[src/rtl/sm83_pkg.sv]
// Shared sm83 bus definitions: OAM DMA state encoding and default register/region constants.
package sm83_pkg;

    typedef enum logic [1:0] {
        IDLE,
        ARM,
        RD,
        WR
    } dma_state_t;

    localparam logic [15:0] DMA_REG_ADDR = 16'hFF46;
    localparam logic [15:0] OAM_BASE     = 16'hFE00;
    localparam int          OAM_DMA_LEN  = 160;

endpackage

[src/rtl/oam_dma_arbiter.sv]
// Single CPU-side memory port shared by the sm83 core and the OAM DMA engine.
// While a copy is running the engine owns the port; CPU accesses stall except the DMA register.
module oam_dma_arbiter
    import sm83_pkg::*;
#(
    parameter int          DMA_LEN  = OAM_DMA_LEN,
    parameter logic [15:0] DST_BASE = OAM_BASE,
    parameter logic [15:0] REG_ADDR = DMA_REG_ADDR
) (
    input  logic        clk,
    input  logic        rst_n,
    input  logic        cpu_req,
    input  logic        cpu_we,
    input  logic [15:0] cpu_addr,
    input  logic [7:0]  cpu_wdata,
    output logic [7:0]  cpu_rdata,
    output logic        cpu_stall,
    output logic [15:0] mem_addr,
    output logic        mem_we,
    output logic [7:0]  mem_wdata,
    input  logic [7:0]  mem_rdata,
    output logic        dma_active
);

    localparam logic [7:0] LAST_IDX = 8'(DMA_LEN - 1);

    dma_state_t state_q, state_d;
    logic [7:0] src_hi_q;
    logic [7:0] idx_q;
    logic [7:0] byte_q;

    logic reg_hit;
    logic reg_wr;

    assign reg_hit    = (cpu_addr == REG_ADDR);
    assign reg_wr     = cpu_req & cpu_we & reg_hit;
    assign dma_active = (state_q != IDLE);
    assign cpu_stall  = cpu_req & dma_active & ~reg_hit;
    assign cpu_rdata  = reg_hit ? src_hi_q : mem_rdata;

    // A register write restarts the copy from any state, including mid-transfer.
    always_comb begin
        state_d = state_q;
        unique case (state_q)
            IDLE: state_d = IDLE;
            ARM:  state_d = RD;
            RD:   state_d = WR;
            WR:   state_d = (idx_q == LAST_IDX) ? IDLE : RD;
            default: state_d = IDLE;
        endcase
        if (reg_wr) begin
            state_d = ARM;
        end
    end

    always_ff @(posedge clk or negedge rst_n) begin
        if (!rst_n) begin
            state_q  <= IDLE;
            src_hi_q <= 8'h00;
            idx_q    <= 8'h00;
            byte_q   <= 8'h00;
        end else begin
            state_q <= state_d;
            if (reg_wr) begin
                src_hi_q <= cpu_wdata;
                idx_q    <= 8'h00;
            end else if (state_q == WR) begin
                idx_q <= idx_q + 8'd1;
            end
            if (state_q == RD) begin
                byte_q <= mem_rdata;
            end
        end
    end

    // Port mux: CPU passthrough when idle, engine addresses otherwise.
    always_comb begin
        mem_addr  = 16'h0000;
        mem_we    = 1'b0;
        mem_wdata = 8'h00;
        unique case (state_q)
            IDLE: begin
                mem_addr  = cpu_addr;
                mem_wdata = cpu_wdata;
                mem_we    = cpu_req & cpu_we & ~reg_hit;
            end
            ARM: begin
                mem_addr = 16'h0000;
            end
            RD: begin
                mem_addr = {src_hi_q, idx_q};
            end
            WR: begin
                mem_addr  = DST_BASE + {8'h00, idx_q};
                mem_we    = 1'b1;
                mem_wdata = byte_q;
            end
            default: begin
                mem_addr = 16'h0000;
            end
        endcase
    end

endmodule

[config.mk]
export PLATFORM = sky130hd
export DESIGN_NAME = oam_dma_arbiter
export DESIGN_NICKNAME = d
export VERILOG_FILES = /design/src/rtl/sm83_pkg.sv /design/src/rtl/oam_dma_arbiter.sv
export SDC_FILE = /design/constraint.sdc
export NUM_CORES = 1
export LEC_CHECK = 0
export CAP_MARGIN = 20
export CORE_UTILIZATION = 62
export CTS_BUF_LIST = sky130_fd_sc_hd__clkbuf_16
export DETAILED_ROUTE_END_ITERATION = 8
export DONT_BUFFER_PORTS = 1
export PLACE_DENSITY_LB_ADDON = 0.15
export SLEW_MARGIN = 20
export SYNTH_ARGS = -nofsm -noshare
export SYNTH_HDL_FRONTEND = slang
export SYNTH_SLANG_ARGS = --single-unit
[constraint.sdc]
create_clock -name clk -period 2.2 [get_ports clk]
set_input_delay 0.55 -clock clk [delete_from_list [all_inputs] [get_ports clk]]
set_output_delay 0.55 -clock clk [all_outputs]
set_load 0.005 [all_outputs]
==> results of run 1 <==
[per-layer routing]
layer	GRT usage	vias to the layer above	wire length, um
met1	0.339	643	1570
li1	-	624	-
met5	0	-	0
met4	0.118	0	87
met2	0.446	79	1770
met3	0.0460	9	347
[flip-flops by register name (all words and copies together), names as in the netlist]
register  count
src_hi_q      8
byte_q        8
state_q       2
idx_q         8
[final timing paths]
path                                                end  slack, ns                   from
worst max-delay path                       cpu_rdata[2]       0.06            cpu_addr[4]
worst min-delay path               idx_q[7]$_DFFE_PN0P_       0.10                  rst_n
worst max register to register     idx_q[7]$_DFFE_PN0P_       0.55   state_q[1]$_DFF_PN0_
worst min register to register    byte_q[5]$_DFFE_PN0N_       0.51  byte_q[5]$_DFFE_PN0N_
max in group asynchronous       src_hi_q[1]$_DFFE_PN0P_       1.95                  rst_n
min in group clk                src_hi_q[5]$_DFFE_PN0P_       0.44           cpu_wdata[5]
[kinds of logic (layout without fill, tap and decap cells)]
| logic type | Yosys count | in the layout | share of synthesized area |
|---|---|---|---|
| and+or+nand+nor | 64 | 64 | 0.181 |
| AOI/OAI and AO/OA | 34 | 34 | 0.118 |
| DFF | 26 | 26 | 0.398 |
| muxes | 25 | 25 | 0.171 |
| buffers and inverters | 18 | 17 | 0.0490 |
| xor gates and xnor gates | 7 | 7 | 0.0375 |
| adders and majority gates | 6 | 6 | 0.0459 |
[worst reg2reg max path: stages, from the launching register on]
cell     delay (ns)
dfrtp_1        0.44
ha_1           0.20
buf_4          0.30
nand3_1        0.15
nor3_1         0.26
xnor2_1        0.15
nor2_1         0.05
[placed cells by master (no fill, tap or decap)]
cell       synthesis  routed
nand2_1           28      28
dfrtp_1           26      26
mux2_2            24      24
nor2_1            19      19
o21ai_0           16      13
a21oi_1            9       9
a22oi_1            8       8
buf_4              1       8
inv_1              4       4
xnor2_1            4       4
ha_1               6       4
o21ai_1            0       3
nand4_1            3       3
nand3_1            3       3
xor2_1             3       3
clkbuf_16          0       3
nand4b_1           2       2
nand4bb_1          2       2
ha_2               0       2
buf_12             0       2
or2_4              0       1
nor4_2             0       1
and3_1             1       1
or2_1              1       1
nor3b_1            1       1
or4_1              1       1
a211oi_1           1       1
mux2i_1            1       1
nor3_1             1       1
[stage by stage]
stage | hold slack, ns | cells | setup slack (ns)
after floorplan | 0.254 | 180 | 0.0649
after global placement | 0.255 | 204 | 0.0601
after detailed placement | 0.255 | 204 | 0.0362
after CTS | 0.107 | 208 | 0.0264
after global routing | 0.106 | 209 | -0.0161
final | 0.102 | 209 | 0.0607
[area by class of cell]
type	count	area (um2)
Multi-Input combinational cell	136	918
Timing Repair Buffer	10	100
Fill cell	186	681
Clock buffer	3	75.1
Inverter	4	15.0
Tap cell	30	37.5
Sequential cell	26	651
[timing repair]
action,CTS,global route
hold buffers,1,0
endpoints found under the hold margin,26,0
resized for setup,1,5
buffers inserted,0,1
endpoints found under the setup margin,1,18
[power breakdown]
part | switching (mW) | internal (mW)
logic | 0.670 | 0.460
registers | 0.132 | 0.627
clock network | 0.154 | 0.241
[synthesized netlist by cell type, drive strengths merged, types with 2 or more instances]
cell type / number / area, um2
nand4b: 2 / 17.5
nand3: 3 / 15.0
a22oi: 8 / 60.1
nand4bb: 2 / 22.5
clkbuf: 10 / 37.5
ha: 6 / 75.1
nor2: 19 / 71.3
xnor2: 4 / 35.0
or2: 2 / 12.5
xor2: 3 / 26.3
nand2: 28 / 105
nand4: 3 / 18.8
inv: 4 / 15.0
a21oi: 9 / 45.0
o21ai: 16 / 80.1
buf: 4 / 27.5
dfrtp: 26 / 651
mux2: 24 / 270
==> results.sh, run 1 <==
export IMPL_cp_num_buf_inv=1
export IMPL_post_dp_cell_area_um2=1690
export IMPL_final_util=0.725
export IMPL_ys_seq_elements=26
export IMPL_cts_buffers=3
export IMPL_cts_tree="done"
export IMPL_path_clk_slew_ns=0.06
export IMPL_synthFlopType="dfrtp_1"
export IMPL_first_global_vias=1202
export IMPL_drtAntennaViolNets=0
export IMPL_required_ns=1.65
export IMPL_setup_viol=0
export IMPL_setup_worst_path_start_class="input pin"
export IMPL_reg2reg_depth=6
export IMPL_run_status="completed"
export IMPL_drive_gt1_frac=0.229
export IMPL_antenna_cells=0
export IMPL_grt_max_degree=27
export IMPL_drc_errors=0
export IMPL_h_tree_depth=1
export IMPL_hold_viol_final=0
export IMPL_p_total_mw=2.28
export IMPL_vias=1355
export IMPL_postRouteWirelength_um=3780
export IMPL_p_per_area_nw_per_um2=1270
export IMPL_syn_area_um2=1640
export IMPL_fin_area_um2=1800
export IMPL_fin_skew_ns=0.00121
export IMPL_hp_class="input pin to asynchronous set/reset pin"
export IMPL_slew_headroom=0.808
export IMPL_synth_warnings=0
export IMPL_ir_worst_vdd_mv=0.858
export IMPL_globalRouteOverflowTotal=0
export IMPL_nNetsFinal=223
export IMPL_cts_root_buf="clkbuf_16"
export IMPL_dieArea_um2=2850
export IMPL_post_route_period_util=0.972
export IMPL_worst_path_stages=4
export IMPL_portBuffers=0
export IMPL_worstSetupPathType="input pin to output pin"
export IMPL_worstMarginPinSlew_ns=0.288
export IMPL_numClockSinks=26
export IMPL_max_stage_delay_ns=0.36
export IMPL_die_w_um=53.4
export IMPL_synth_area_per_cell_um2=9.09
export IMPL_synthToLayoutAreaGrowth_pct=9.87
export IMPL_hpwl_um=2730
export IMPL_start_util=0.660
export IMPL_cp_top_family="simple AND/OR/NAND/NOR gates"
export IMPL_slew_violations=0
export IMPL_grtUsageTotal=0.269
export IMPL_ys_types=29
export IMPL_grt_pass1_wl_um=5280
export IMPL_crit_fanout=9
export IMPL_synthArstFlopShare=1.00
export IMPL_viasPerCell=6.48
export IMPL_syn_num_nets=222
export IMPL_slowest_stage="mux2_2"
export IMPL_setup_tns_ns=0
export IMPL_place_congestion=0.809
export IMPL_arrival_ns=1.59
export IMPL_p_leak_nw=0.759
export IMPL_wire_per_inst_um=18.1
export IMPL_cp_cell_sequence="nand4bb_1, nor4_2, buf_4, mux2_2"
export IMPL_antenna_found_initial=0
export IMPL_ys_seq_area_frac=0.398
export IMPL_rsz0062_at_grt="yes"
export IMPL_ios=71
export IMPL_fmax_mhz=467
export IMPL_end_kind="output pin"
export IMPL_clk_latency_ns=0.26
export IMPL_rows=18
export IMPL_first_iter_violations=30
export IMPL_clock_path_buffers=2
export IMPL_period_needed_ns=2.14
export IMPL_drtPass1Iterations=4
export IMPL_dieHeight_um=53.4
export IMPL_maxCapViolations=0
export IMPL_synth_edff_count=0
export IMPL_placeableCoreArea_um2=2480
export IMPL_synthCells=180
No activity file was read; power rests on OpenSTA's default activity.
==> inputs of run 2 (changes only) <==
CORE_ASPECT_RATIO = 0.6   (was default)
==> run 2 against run 1 <==
Effect of this change: clock-buffer cell count unchanged; worst hold slack worse by 0.0076 ns; total power decreased by 0.64%; sequential share of layout area grew 0.076 points; register-to-register slack improved by 0.04 ns; global-route usage grew 4.0 points; critical endpoint is now cpu_rdata[0]; highest routed layer unchanged.
==> results.sh, run 2 (synthesized netlist as in run 1, its figures left out) <==
export IMPL_layout_commonest_cell="nand2_1"
export IMPL_placeableCoreArea_um2=2330
export IMPL_worstMarginPinSlew_ns=0.244
export IMPL_p_leak_nw=0.751
export IMPL_num_fill_cells=162
export IMPL_fin_cells=208
export IMPL_fin_skew_ns=0.00146
export IMPL_grt_pass1_wl_um=6270
export IMPL_place_congestion=0.821
export IMPL_hpwl_um=2870
export IMPL_post_dp_cell_area_um2=1670
export IMPL_grt_max_degree=27
export IMPL_use_met1=0.408
export IMPL_hold_ws_ns=0.0946
export IMPL_crit_fanout=10
export IMPL_p_total_mw=2.27
export IMPL_antenna_cells=0
export IMPL_fmax_mhz=461
export IMPL_first_iter_violations=73
export IMPL_dieHeight_um=41.8
export IMPL_fin_area_um2=1790
export IMPL_ir_worst_vdd_mv=0.814
export IMPL_cts_root_buf="clkbuf_16"
export IMPL_path_clk_slew_ns=0.06
export IMPL_setup_viol=0
export IMPL_worst_slack_ns=0.0318
export IMPL_first_global_vias=1309
export IMPL_start_util=0.703
export IMPL_ios=71
export IMPL_nNetsFinal=221
export IMPL_busiest_layer="met2"
export IMPL_post_route_period_util=0.986
export IMPL_dieArea_um2=2850
export IMPL_required_ns=1.65
export IMPL_globalRouteMet2Util=0.502
export IMPL_clk_latency_ns=0.26
export IMPL_rsz0062_at_grt="yes"
export IMPL_drtPass1Iterations=4
export IMPL_arrival_ns=1.62
export IMPL_top_regs="byte_q: 8 flops, idx_q: 8 flops, src_hi_q: 8 flops"
export IMPL_slew_headroom=0.836
export IMPL_drc_errors=0
export IMPL_viasPerCell=6.38
export IMPL_die_w_um=68.3
export IMPL_synthToLayoutAreaGrowth_pct=9.64
export IMPL_clock_path_buffers=2
export IMPL_run_status="completed"
export IMPL_layout_common_cells="28 x nand2_1, 26 x dfrtp_1, 24 x mux2_2"
export IMPL_final_util=0.771
export IMPL_drtAntennaViolNets=0
export IMPL_p_per_area_nw_per_um2=1270
export IMPL_antenna_found_initial=0
export IMPL_wire_per_inst_um=19.1
export IMPL_h_tree_depth=1
export IMPL_numClockSinks=26
export IMPL_cts_tree="done"
export IMPL_met3_usage=0.0714
export IMPL_slew_violations=0
export IMPL_setup_tns_ns=0
export IMPL_globalRouteOverflowTotal=0
export IMPL_dp_slack_ns=0.0127
export IMPL_worstSetupPathType="input pin to output pin"
export IMPL_hold_viol_final=0
export IMPL_end_kind="output pin"
export IMPL_period_needed_ns=2.17
export IMPL_drive_gt1_frac=0.219
export IMPL_vias=1327
export IMPL_dp_cells=202
export IMPL_rows=13
export IMPL_hp_class="input pin to asynchronous set/reset pin"
export IMPL_postRouteWirelength_um=3960
export IMPL_maxCapViolations=0
export IMPL_portBuffers=0
export IMPL_grtUsageTotal=0.308
export IMPL_cts_buffers=3
export IMPL_setup_worst_path_start_class="input pin"
[run 2: cell count changes in the layout (fill, tap and decap cells not counted), sizes merged]
cell	change
clkinv	+1
buf	-2
[run 2: worst max-delay path, stage by stage]
cell	delay, ns
nand4b_1	0.18
nor4_2	0.28
buf_4	0.24
mux2_2	0.37
[run 2: area by class of cell]
cell class	count	area, um2	area share
multi-input cells	136	918	0.512
flip-flops and latches	26	651	0.363
repair buffers	8	92.6	0.0516
clock buffers	3	75.1	0.0419
well taps	30	37.5	0.0209
inverters	4	15.0	0.00837
clock inverters	1	3.75	0.00209
[run 2: final timing paths]
path                                      endpoint                   from  slack (ns)  cells past startpoint
setup reg to reg              idx_q[7]$_DFFE_PN0P_   state_q[1]$_DFF_PN0_        0.59                      6
hold / removal             src_hi_q[7]$_DFFE_PN0P_                  rst_n        0.09                      1
hold reg to reg              byte_q[6]$_DFFE_PN0N_  byte_q[6]$_DFFE_PN0N_        0.52                      1
min in group clk             byte_q[1]$_DFFE_PN0N_           mem_rdata[1]        0.44                      1
setup / recovery                      cpu_rdata[0]            cpu_addr[7]        0.03                      4
max in group asynchronous  src_hi_q[2]$_DFFE_PN0P_                  rst_n        1.95                      1
[run 2: repair_timing]
item,4_1_cts,5_1_grt
hold buffers,1,0
resized for setup,0,7
setup endpoints to repair,0,26
setup buffers,0,1
endpoints found under the hold margin,26,0
[run 2: routing by layer]
metal | wire, um | part of all wire | up-vias
met5 | 0 | 0 | -
met4 | 63 | 0.016 | 0
met3 | 334 | 0.084 | 9
met2 | 1950 | 0.49 | 71
met1 | 1620 | 0.41 | 630
li1 | - | - | 617
[run 2: report_power, final]
part	switching, mW	total, mW	internal, mW
Clock	0.161	0.405	0.243
Combinational	0.651	1.10	0.444
Sequential	0.143	0.769	0.627
